## src/rtl/bitonic_4_loader_pkg.sv

```systemverilog
`default_nettype none
// ============================================================================
//  Module      : bitonic_4_loader_pkg
//  Description : Shared defaults, direction encoding and the tag struct that
//                travels alongside each vector through the sorter latency.
//  Revision    : 1.0 - initial release
// ============================================================================
package bitonic_4_loader_pkg;

    localparam int DATAWIDTH_DEF  = 8;
    localparam int DATALENGTH_DEF = 4;

    // Direction tag as seen by the sorter's sign_ctrl input
    localparam logic DIR_ASC  = 1'b0;
    localparam logic DIR_DESC = 1'b1;

    typedef struct packed {
        logic       valid;
        logic       last;
        logic [2:0] count;
    } tag_t;

    localparam int TAG_W = $bits(tag_t);

endpackage
`default_nettype wire

```

## src/rtl/bitonic_4_loader_tag_delay_line.sv

```systemverilog
`default_nettype none
// ============================================================================
//  Module      : tag_delay_line
//  Description : Free-running shift register that delays a payload by DEPTH
//                cycles; used to align side-band tags with a fixed-latency
//                datapath. DEPTH = 0 degenerates to a wire.
//  Revision    : 1.0 - initial release
// ============================================================================
module tag_delay_line #(
    parameter int DEPTH = 3,
    parameter int WIDTH = 5
) (
    input  logic             clk_i,
    input  logic             rstn_i,
    input  logic [WIDTH-1:0] d_i,
    output logic [WIDTH-1:0] q_o
);

    generate
        if (DEPTH == 0) begin : g_bypass
            assign q_o = d_i;
        end else begin : g_pipe
            logic [WIDTH-1:0] stage_q [DEPTH];

            // Shift every cycle; the sorter never stalls so neither does this
            always_ff @(posedge clk_i or negedge rstn_i) begin
                if (!rstn_i) begin
                    for (int i = 0; i < DEPTH; i++) begin
                        stage_q[i] <= '0;
                    end
                end else begin
                    stage_q[0] <= d_i;
                    for (int i = 1; i < DEPTH; i++) begin
                        stage_q[i] <= stage_q[i-1];
                    end
                end
            end

            assign q_o = stage_q[DEPTH-1];
        end
    endgenerate

endmodule
`default_nettype wire

```

## src/rtl/bitonic_4_loader.sv

```systemverilog
`default_nettype none
// ============================================================================
//  Module      : bitonic_4_loader
//  Description : Packs a serial valid/ready element stream into 4-lane
//                vectors for the 4-input bitonic sorter, tags each vector with
//                its sort direction, pads short final groups so pads sort to
//                the high lanes, and delays {valid,last,count} to line up with
//                the sorter output.
//  Revision    : 1.0 - initial release
// ============================================================================
module bitonic_4_loader
    import bitonic_4_loader_pkg::*;
#(
    parameter int DATAWIDTH    = DATAWIDTH_DEF,
    parameter int DATALENGTH   = DATALENGTH_DEF,  // lane counter assumes 4
    parameter int SORT_LATENCY = 3,
    parameter bit ALT_DIR      = 1'b1
) (
    input  logic                 clk_i,
    input  logic                 rstn_i,
    input  logic                 in_valid_i,
    output logic                 in_ready_o,
    input  logic [DATAWIDTH-1:0] in_data_i,
    input  logic                 in_last_i,
    input  logic                 dir_i,
    output logic [DATAWIDTH-1:0] x_o [DATALENGTH],
    output logic                 sign_ctrl_o,
    output logic                 vec_valid_o,
    output logic                 vec_last_o,
    output logic                 out_valid_o,
    output logic                 out_last_o,
    output logic [2:0]           out_count_o
);

    // ------------------------------------------------------------------
    // State
    // ------------------------------------------------------------------
    logic                 ready_q;
    logic [1:0]           lane_q;
    logic                 frame_start_q;
    logic                 grp_dir_q;
    logic [DATAWIDTH-1:0] buf_q [DATALENGTH];
    logic [DATAWIDTH-1:0] x_q   [DATALENGTH];
    logic                 sign_q;
    logic                 vec_valid_q;
    logic                 vec_last_q;
    logic [2:0]           count_q;

    // ------------------------------------------------------------------
    // Next-state helpers
    // ------------------------------------------------------------------
    logic                 accept_d;
    logic                 close_d;
    logic                 cur_dir_d;
    logic [DATAWIDTH-1:0] pad_d;
    logic [DATAWIDTH-1:0] x_d   [DATALENGTH];
    tag_t                 tag_in_d;
    tag_t                 tag_out_d;

    // Decide acceptance, group closure, group direction and the outgoing vector
    always_comb begin
        accept_d = in_valid_i & ready_q;
        close_d  = accept_d & ((lane_q == 2'd3) | in_last_i);

        // A new frame restarts from dir_i; later group starts optionally flip
        if (frame_start_q) begin
            cur_dir_d = dir_i;
        end else if ((lane_q == 2'd0) && ALT_DIR) begin
            cur_dir_d = ~grp_dir_q;
        end else begin
            cur_dir_d = grp_dir_q;
        end

        // Pads must land at the high lanes after sorting in either direction
        pad_d = (cur_dir_d == DIR_DESC) ? '0 : '1;

        for (int i = 0; i < DATALENGTH; i++) begin
            if (2'(i) < lane_q) begin
                x_d[i] = buf_q[i];
            end else if (2'(i) == lane_q) begin
                x_d[i] = in_data_i;
            end else begin
                x_d[i] = pad_d;
            end
        end
    end

    // Handshake, lane gathering, direction tracking and vector emission
    always_ff @(posedge clk_i or negedge rstn_i) begin
        if (!rstn_i) begin
            ready_q       <= 1'b0;
            lane_q        <= 2'd0;
            frame_start_q <= 1'b1;
            grp_dir_q     <= 1'b0;
            sign_q        <= 1'b0;
            vec_valid_q   <= 1'b0;
            vec_last_q    <= 1'b0;
            count_q       <= 3'd0;
            for (int i = 0; i < DATALENGTH; i++) begin
                buf_q[i] <= '0;
                x_q[i]   <= '0;
            end
        end else begin
            ready_q     <= 1'b1;
            vec_valid_q <= close_d;
            vec_last_q  <= close_d & in_last_i;

            if (accept_d) begin
                buf_q[lane_q] <= in_data_i;
                grp_dir_q     <= cur_dir_d;
                frame_start_q <= in_last_i;
                lane_q        <= close_d ? 2'd0 : lane_q + 2'd1;
            end

            if (close_d) begin
                x_q     <= x_d;
                sign_q  <= cur_dir_d;
                count_q <= {1'b0, lane_q} + 3'd1;
            end
        end
    end

    // Count only means something alongside valid; keep idle tags all-zero
    always_comb begin
        tag_in_d.valid = vec_valid_q;
        tag_in_d.last  = vec_last_q;
        tag_in_d.count = vec_valid_q ? count_q : 3'd0;
    end

    tag_delay_line #(
        .DEPTH (SORT_LATENCY),
        .WIDTH (TAG_W)
    ) u_tag_delay_line (
        .clk_i  (clk_i),
        .rstn_i (rstn_i),
        .d_i    (tag_in_d),
        .q_o    (tag_out_d)
    );

    assign in_ready_o  = ready_q;
    assign x_o         = x_q;
    assign sign_ctrl_o = sign_q;
    assign vec_valid_o = vec_valid_q;
    assign vec_last_o  = vec_last_q;
    assign out_valid_o = tag_out_d.valid;
    assign out_last_o  = tag_out_d.last;
    assign out_count_o = tag_out_d.count;

endmodule
`default_nettype wire

```

## config.mk

```make
export PLATFORM = sky130hd
export DESIGN_NAME = bitonic_4_loader
export DESIGN_NICKNAME = d
export VERILOG_FILES = /design/src/rtl/bitonic_4_loader_pkg.sv /design/src/rtl/bitonic_4_loader_tag_delay_line.sv /design/src/rtl/bitonic_4_loader.sv
export SDC_FILE = /design/constraint.sdc
export NUM_CORES = 1
export LEC_CHECK = 0
export CORE_ASPECT_RATIO = 2
export CORE_MARGIN = 2
export CORE_UTILIZATION = 45
export CTS_BUF_LIST = sky130_fd_sc_hd__clkbuf_8 sky130_fd_sc_hd__clkbuf_16
export DETAILED_ROUTE_END_ITERATION = 7
export HOLD_SLACK_MARGIN = 0.08
export PLACE_DENSITY = 0.78
export SLEW_MARGIN = 20
export SYNTH_ARGS = -nofsm -noshare
export SYNTH_HDL_FRONTEND = slang
export SYNTH_SLANG_ARGS = --single-unit
export TNS_END_PERCENT = 10
```

## constraint.sdc

```tcl
create_clock -name clk_i -period 3.8 [get_ports clk_i]
set_input_delay 0.76 -clock clk_i [delete_from_list [all_inputs] [get_ports clk_i]]
set_output_delay 0.76 -clock clk_i [all_outputs]
set_load 0.01 [all_outputs]
```

==> results.ini <==
[die]
fp.dieArea_um2=8730
die_h_um=130
ios=54
start_util_pct=45.7
die_w_um=67.1
core_area_um2=7830
rows=46

[job]
maxCapViolations=0

[finish]
design_area_um2=4510
drive_above_1_share_pct=7.91
nets=366
fin_util_pct=57.6
final_common_cell=dfrtp_1
syn_to_final_growth_pct=26.0
final_cell_mix=dfrtp_1 (81), clkdlybuf4s50_1 (52), nand2_1 (31)
antenna_cells=0

[setup_path]
reg2reg_slack_ns=1.27
cp.required_ns=4.01
arrival_ns=2.74
r2r-end=sign_ctrl_o$_DFFE_PN0P_
endpoint_kind=flop
cp-start-kind=flop
r2r-start=lane_q[1]$_DFFE_PN0P_
rr_worst_depth=5
path_class=flop to flop
cp_max_fo=29

[timing]
period_share_pct=66.7
slew_viol_final=0
layout_setup_ws_ns=1.27
worst_pin_slew_ns=0.989
finalCriticalPeriod_ns=2.53
fin_setup_tns_ns=0
fin_worst_skew_ns=0.00594
slew_headroom_pct=34.1
max_freq_mhz=394
hold_viol=0
rsz0062_at_grt=no
finalSetupViolCount=0

[clocking]
tritoncts=built
postCtsSetupBuffers=0
clkTransAtPathRegs_ns=0.06
cts_root_buf=clkbuf_16
cts_made_buffers=9
hold_buffers=0
clk_latency_ns=0.33
cts_max_level=3
cts_resized=0
cts.sink_count=82
cts.path.max_buffers=2

[detailed_routing]
first_pass_iters=4
wl_um=7410
highest_layer=met4
wl_met1_um=3110
vias=2499
drc_errors=0
drtAntennaViolNets=0
first_iter_violations=163
wire_per_inst_um=16.5
route.met3.wl_um=457
met2WireLength_um=3600
viasPerCell=5.55

[global_route]
antenna_found_initial=0
gr-total-overflow=0
grt_usage_pct=19.0
grt_pass1_vias=2494
grt_pass1_wl_um=12400
grt_max_degree=83

[logic_synthesis]
ys_ff_latch=82
async_reset_ff_share_pct=100
ys.warnings.count=0
avgSynthCellArea_um2=11.8
ys_seq_area_share_pct=57.3
syn_inst=304
synth_area_um2=3580
synth_nets=321
synth-edff-count=0
synthFlopType=dfrtp_1
ys_types=33

[power_and_ir_drop]
power_switching_uw=1060
swShare_pct=29.7
power.density_nw_per_um2=789
p_clk_share_pct=29.3
power_frac_seq_pct=39.3
combPwrFrac_pct=31.3
ir_worst_vdd_v=0.000531
p_leak_uw=0.00202
p_int_uw=2500

[placement]
hpwl_um=4860
placed_area_um2=4120
portBuffers=53
place.gp.congestion=0.777
post-place-ws_ns=1.01

[status]
outcome=complete, no violations

[min_path]
hold_path_class=primary input to asynchronous set/reset pin

## stage by stage
step                      hold slack (ns)  total power, uW  instances
after detailed placement            0.336             2530        433
after global placement              0.332             2470        433
final                               0.311             3560        450
after floorplan                     0.331             2010        304
after global routing                0.320             3770        450
after CTS                           0.343             3590        449
## worst max-delay path by stage
stage | from | endpoint | slack [ns] | depth (start not counted)
detailed placement | in_last_i | x_o[30]$_DFFE_PN0P_ | 1.01 | 4
global placement | in_last_i | x_o[31]$_DFFE_PN0P_ | 1.08 | 4
finish | lane_q[1]$_DFFE_PN0P_ | sign_ctrl_o$_DFFE_PN0P_ | 1.27 | 5
floorplan | in_last_i | count_q[1]$_DFFE_PN0P_ | 2.08 | 4
CTS | lane_q[1]$_DFFE_PN0P_ | sign_ctrl_o$_DFFE_PN0P_ | 1.28 | 5
global route | lane_q[1]$_DFFE_PN0P_ | sign_ctrl_o$_DFFE_PN0P_ | 1.05 | 5
## routing by layer
metal	global-route usage, %	up-vias
li1	-	1162
met1	24.6	1234
met2	29.5	86
met3	4.91	17
met4	9.00	0
met5	0	-
## worst max-delay path, stage by stage (launching register included)
cell,delay (ns)
dfrtp_1,0.56
ha_1,0.89
o211ai_4,0.40
buf_4,0.35
nand2_1,0.11
o21ai_0,0.08
## area by class of cell
class                   count  area, um^2
repair buffers             55         563
fillers                   663        3320
well taps                  96         120
clock buffers               9         225
clock inverters             7         141
multi-input cells         196        1390
inverters                   5        18.8
flip-flops and latches     82        2050
## flip-flops by register name, indices dropped and copies added (netlist names)
signal and cells:
sign_ctrl_o 1, u_tag_delay_line.g_pipe.stage_q 10, x_o 32, vec_last_o 1, count_q 3, frame_start_q 1
buf_q 24, vec_valid_o 1, grp_dir_q 1, u_tag_delay_line.q_o 5, in_ready_o 1, lane_q 2
## power groups by stage
| stage | Sequential, uW | Clock (uW) | Combinational [uW] |
|---|---|---|---|
| finish | 1400 | 1040 | 1120 |
| global route | 1440 | 1100 | 1230 |
| CTS | 1400 | 1060 | 1120 |
| detailed placement | 1410 | 0 | 1110 |
| global placement | 1400 | 0 | 1070 |
| floorplan | 1440 | 0 | 565 |
## synth_stat cells (9+ instances only)
| cell | n | area [um^2] |
|---|---|---|
| nor3b_1 | 9 | 67.6 |
| o21ai_0 | 17 | 85.1 |
| mux2_1 | 25 | 282 |
| a21oi_1 | 17 | 85.1 |
| nand2_1 | 31 | 116 |
| mux2i_1 | 16 | 160 |
| dfrtp_1 | 81 | 2030 |
| buf_4 | 9 | 67.6 |
| and2_1 | 12 | 75.1 |
| nand2b_1 | 10 | 62.6 |
## logic make-up (layout without fill, tap and decap cells)
kind of cell | count (synthesis) | after routing | share of synthesized area, %
compound gates | 67 | 67 | 11.7
xor+xnor | 2 | 2 | 0.699
fa+ha+maj | 4 | 4 | 1.40
buf+inv | 26 | 76 | 4.09
flops | 82 | 82 | 57.3
mux | 41 | 41 | 12.3
other cells | 1 | 1 | 0.105
simple gates | 81 | 81 | 12.3
Note: power is estimated with default switching activity, not from simulation.
